[src/rtl/alu_bist_ctrl.sv]
// Built-in self-test sequencer for a fault-tolerant ALU: applies Galois-LFSR
// patterns, strobes the signature checker, and tracks pass/fail history.
module alu_bist_ctrl #(
   parameter int unsigned N_PATTERNS = 32'd256,
   parameter logic [31:0] SEED       = 32'hACE1ACE1,
   parameter int unsigned INTERVAL   = 32'd1024
) (
   input  logic        clk,
   input  logic        rst,
   input  logic        start,
   input  logic        periodic_en,
   input  logic        stall,
   input  logic        fault_in,
   output logic        test_en,
   output logic        test_done,
   output logic [31:0] lfsr_out,
   output logic        busy,
   output logic        pass,
   output logic        fail,
   output logic [7:0]  run_count
);

   localparam logic [15:0] PAT_LAST  = 16'(N_PATTERNS - 32'd1);
   localparam logic [15:0] INT_LAST  = 16'(INTERVAL - 32'd1);
   localparam logic [31:0] LFSR_POLY = 32'h80200003;

   typedef enum logic [1:0] {
      ST_IDLE  = 2'd0,
      ST_RUN   = 2'd1,
      ST_SIGN  = 2'd2,
      ST_CHECK = 2'd3
   } state_t;

   function automatic logic [31:0] lfsr_step(input logic [31:0] cur);
      return (cur >> 1) ^ (cur[0] ? LFSR_POLY : 32'h0000_0000);
   endfunction

   state_t      state_r, state_s;
   logic [15:0] pat_cnt_r, pat_cnt_s;
   logic [15:0] int_cnt_r, int_cnt_s;
   logic [31:0] lfsr_r, lfsr_s;
   logic        pass_r, pass_s;
   logic        fail_r, fail_s;
   logic [7:0]  run_cnt_r, run_cnt_s;
   logic        test_done_r;
   logic        busy_r;
   logic        expire_s;

   // Interval expiry is only meaningful while idle with periodic testing enabled.
   assign expire_s  = periodic_en && (int_cnt_r == INT_LAST);

   assign test_en   = (state_r == ST_RUN) && !stall;
   assign test_done = test_done_r;
   assign lfsr_out  = lfsr_r;
   assign busy      = busy_r;
   assign pass      = pass_r;
   assign fail      = fail_r;
   assign run_count = run_cnt_r;

   // Next-state, counter and status computation.
   always_comb begin
      state_s   = state_r;
      pat_cnt_s = pat_cnt_r;
      int_cnt_s = int_cnt_r;
      lfsr_s    = lfsr_r;
      pass_s    = pass_r;
      fail_s    = fail_r;
      run_cnt_s = run_cnt_r;
      case (state_r)
         ST_IDLE: begin
            // A coincident start and expiry still launch a single session.
            if (start || (expire_s && !fail_r)) begin
               state_s   = ST_RUN;
               lfsr_s    = SEED;
               pat_cnt_s = 16'd0;
               int_cnt_s = 16'd0;
               pass_s    = 1'b0;
            end else if (!periodic_en || expire_s) begin
               int_cnt_s = 16'd0;
            end else begin
               int_cnt_s = int_cnt_r + 16'd1;
            end
         end
         ST_RUN: begin
            if (!stall) begin
               lfsr_s = lfsr_step(lfsr_r);
               if (pat_cnt_r == PAT_LAST) begin
                  pat_cnt_s = 16'd0;
                  state_s   = ST_SIGN;
               end else begin
                  pat_cnt_s = pat_cnt_r + 16'd1;
               end
            end else begin
               pat_cnt_s = pat_cnt_r;
            end
         end
         ST_SIGN: begin
            state_s = ST_CHECK;
         end
         ST_CHECK: begin
            state_s = ST_IDLE;
            if (fault_in) begin
               fail_s = 1'b1;
               pass_s = 1'b0;
            end else begin
               pass_s = 1'b1;
            end
            if (run_cnt_r != 8'hFF) begin
               run_cnt_s = run_cnt_r + 8'd1;
            end else begin
               run_cnt_s = run_cnt_r;
            end
         end
         default: begin
            state_s = ST_IDLE;
         end
      endcase
   end

   // State, counters and registered outputs.
   always_ff @(posedge clk or negedge rst) begin
      if (!rst) begin
         state_r     <= ST_IDLE;
         pat_cnt_r   <= 16'd0;
         int_cnt_r   <= 16'd0;
         lfsr_r      <= SEED;
         pass_r      <= 1'b0;
         fail_r      <= 1'b0;
         run_cnt_r   <= 8'd0;
         test_done_r <= 1'b0;
         busy_r      <= 1'b0;
      end else begin
         state_r     <= state_s;
         pat_cnt_r   <= pat_cnt_s;
         int_cnt_r   <= int_cnt_s;
         lfsr_r      <= lfsr_s;
         pass_r      <= pass_s;
         fail_r      <= fail_s;
         run_cnt_r   <= run_cnt_s;
         test_done_r <= (state_s == ST_SIGN);
         busy_r      <= (state_s != ST_IDLE);
      end
   end

endmodule
[config.mk]
export PLATFORM = sky130hd
export DESIGN_NAME = alu_bist_ctrl
export DESIGN_NICKNAME = d
export VERILOG_FILES = /design/src/rtl/alu_bist_ctrl.sv
export SDC_FILE = /design/constraint.sdc
export NUM_CORES = 1
export LEC_CHECK = 0
export BUFFER_PORTS_ARGS = -buffer_cell sky130_fd_sc_hd__buf_4
export CAP_MARGIN = 0
export CORE_ASPECT_RATIO = 1.25
export CORE_MARGIN = 3
export CORE_UTILIZATION = 60
export CTS_CLUSTER_DIAMETER = 30
export DETAILED_ROUTE_END_ITERATION = 12
export MAX_ROUTING_LAYER = met4
export PLACE_DENSITY_LB_ADDON = 0.15
export SLEW_MARGIN = 20
export SYNTH_ARGS = -nofsm -noshare
export SYNTH_HDL_FRONTEND = slang
export SYNTH_SLANG_ARGS = --single-unit
[constraint.sdc]
create_clock -name clk -period 4.84 [get_ports clk]
set_clock_uncertainty 0.15 [all_clocks]
set_input_delay 0.242 -clock clk [delete_from_list [all_inputs] [get_ports clk]]
set_output_delay 0.242 -clock clk [all_outputs]
set_load 0.02 [all_outputs]
==> flow_summary.toml <==
[timing]
drv_slew = 0
setup_tns_ns = 0
period_share_pct = 56.0
period_needed_ns = 2.71
tightest_slew_ns = 0.963
rsz0062_at_grt = "false"
setup_viol = 0
final_hold_viol_count = 0
max_freq_mhz = 369
worst_slew_margin_rel_pct = 35.8

[pwr]
leakagePower_nw = 1.98
swShare_pct = 35.9
pwr-share-clk_pct = 24.3
ir_drop_mv = 0.477
powerDensity_nw_per_um2 = 555
internal_power_w = 0.00156
p_sw_w = 0.000870
seq_power_share_pct = 43.2
power_frac_comb_pct = 32.5

[synth]
synth_area_um2 = 3700
synth_warnings = 0
yosys_most_used_dff = "dfrtp_1"
synth_area_per_cell_um2 = 9.47
syn_nets = 400
synth_edf_count = 0
yosysUniqueCellTypes = 43
synthCells = 391
synth_async_sr_flop_share_pct = 100
yosysSeqAreaShare_pct = 53.3
synth-seq-cells = 78

[floorplanning]
num_rows = 31
dieHeight_um = 93.8
dieArea_um2 = 7150
die_w_um = 76.2
core_um2 = 5900
io_pins = 51
initial_core_util_pct = 62.8

[final_layout]
syn_to_final_growth_pct = 18.2
final-seq-area_um2 = 1970
layout_commonest_cell = "dfrtp_1"
layout_common_cells = "dfrtp_1 (62), nand2_1 (58), nor2_1 (55)"
antenna_cells = 0
multi_input_area_um2 = 1630
drive_gt1_share_pct = 23.0
finish.utilization_pct = 74.2
layout.nets = 448
design_area_um2 = 4370
fillerInstances = 458

[clocking]
htreeDepth = 3
hold_buffers = 2
cts_resized = 0
cts-root-buf = "clkbuf_8"
clk_latency_ns = 0.34
numCtsBuffers = 9
cts_buffer_depth = 2
clock-sinks = 78
post_cts_buffers = 0
cts_tree = "done"
clk_pin_slew_ns = 0.08

[global_routing]
grt_pass1_vias = 2828
grt_usage_pct = 23.3
overflow = 0
antenna_found_initial = 0
grt_pass1_wl_mm = 13.3
grt_max_degree = 79

[route]
finalWirelength_mm = 7.83
antenna_left = 0
num_vias = 2986
drt_pre_antenna_iters = 4
drc = 0
wl_per_cell_um = 14.9
drt_iter0_drc = 278
vias_per_cell = 5.68

[placement]
hpwl_mm = 5.11
place_area_um2 = 4110
place.gp.congestion = 0.962
io_buffers = 50

[critical_path]
critPathMaxFanout = 33
required_ns = 4.96
startpoint_type = "flop"
end_kind = "flop"
worstPathArrival_ns = 2.82
worstSetupPathType = "flop to flop"

[hold_path]
holdCritPathClass = "input port to flop"

[run]
drv_cap = 0

[status]
outcome = "finished clean"
power groups by stage:
stage | Clock (W) | Sequential (W) | Combinational (W)
after floorplan | 0 | 0.00120 | 0.000327
after detailed placement | 0 | 0.00105 | 0.000794
after global placement | 0 | 0.00105 | 0.000771
after global routing | 0.000624 | 0.00108 | 0.000855
after CTS | 0.000596 | 0.00105 | 0.000796
final | 0.000590 | 0.00105 | 0.000788
flip-flops by register name, indices dropped and copies added, names as in the netlist:
signal / flops
run_count: 8
state_r: 2
pat_cnt_r: 16
test_done: 1
busy: 1
pass: 1
int_cnt_r: 16
lfsr_out: 32
fail: 1
Yosys cell counts, types with 3 or more instances:
| cell | instances | area [um2] |
|---|---|---|
| a31oi_1 | 4 | 25.0 |
| xor2_1 | 9 | 78.8 |
| nor2b_1 | 4 | 25.0 |
| ha_1 | 3 | 37.5 |
| inv_1 | 3 | 11.3 |
| nor4_1 | 3 | 18.8 |
| nor3_1 | 14 | 70.1 |
| nand2_1 | 58 | 218 |
| nand3_1 | 31 | 155 |
| nor3_2 | 12 | 120 |
| buf_2 | 4 | 20.0 |
| o21ai_0 | 32 | 160 |
| dfstp_2 | 16 | 420 |
| o31ai_1 | 3 | 22.5 |
| dfrtp_1 | 62 | 1550 |
| clkbuf_1 | 8 | 30.0 |
| a21o_1 | 3 | 22.5 |
| nand4_1 | 10 | 62.6 |
| nor2_1 | 55 | 206 |
| and3_1 | 3 | 18.8 |
| and2_1 | 3 | 18.8 |
| nand2b_1 | 8 | 50.1 |
| a21oi_1 | 8 | 40.0 |
| buf_4 | 3 | 22.5 |
| xnor2_1 | 10 | 87.6 |
| buf_6 | 3 | 33.8 |
per-layer routing:
layer	global-route usage (%)	wire length (um)
met5	-	0
met1	29.8	3500
met4	8.01	128
met2	37.6	3840
met3	4.61	356
worst max-delay path: stages (launching register included):
cell,delay [ns]
dfrtp_1,0.44
or4_4,0.58
nor4_4,0.42
a31o_2,0.66
o21ai_0,0.19
o21ai_0,0.19
cells by family after synthesis:
group                      after synthesis  share of synthesized area [%]
and+or+nand+nor                        211                           28.6
buffers and inverters                   21                           3.18
xor gates and xnor gates                19                           4.50
muxes                                    2                          0.575
AOI/OAI and AO/OA                       57                           8.82
DFF                                     78                           53.3
adders and majority gates                3                           1.01
final cells by class:
type	count	area share [%]
repair buffers	55	9.56
flip-flops and latches	78	45.1
multi-input cells	292	37.3
inverters	3	0.258
well taps	82	2.35
clock inverters	4	2.17
clock buffers	12	3.32
metrics by stage:
step / instances / worst slack (ns) / hold slack [ns] / total power [W]
after floorplan: 391 / 2.70 / -0.204 / 0.00152
after global placement: 508 / 2.25 / 0.278 / 0.00182
after detailed placement: 508 / 2.15 / 0.297 / 0.00185
after CTS: 526 / 2.11 / 0.0759 / 0.00244
after global routing: 526 / 1.99 / 0.111 / 0.00256
final: 526 / 2.13 / 0.0805 / 0.00243
worst paths after layout:
check / start / slack (ns) / cells after the start / endpoint
hold / removal: start / 0.08 / 3 / busy$_DFF_PN0_
hold reg to reg: fail$_DFFE_PN0P_ / 0.35 / 1 / fail$_DFFE_PN0P_
max in group asynchronous: rst / 3.47 / 2 / lfsr_out[3]$_DFFE_PN0P_
min in group asynchronous: rst / 0.43 / 2 / run_count[0]$_DFFE_PN0P_
setup / recovery: int_cnt_r[10]$_DFFE_PN0P_ / 2.13 / 5 / lfsr_out[0]$_DFFE_PN1P_
setup reg to reg: int_cnt_r[10]$_DFFE_PN0P_ / 2.13 / 5 / lfsr_out[0]$_DFFE_PN1P_
Note: power is estimated with default switching activity, not from simulation.
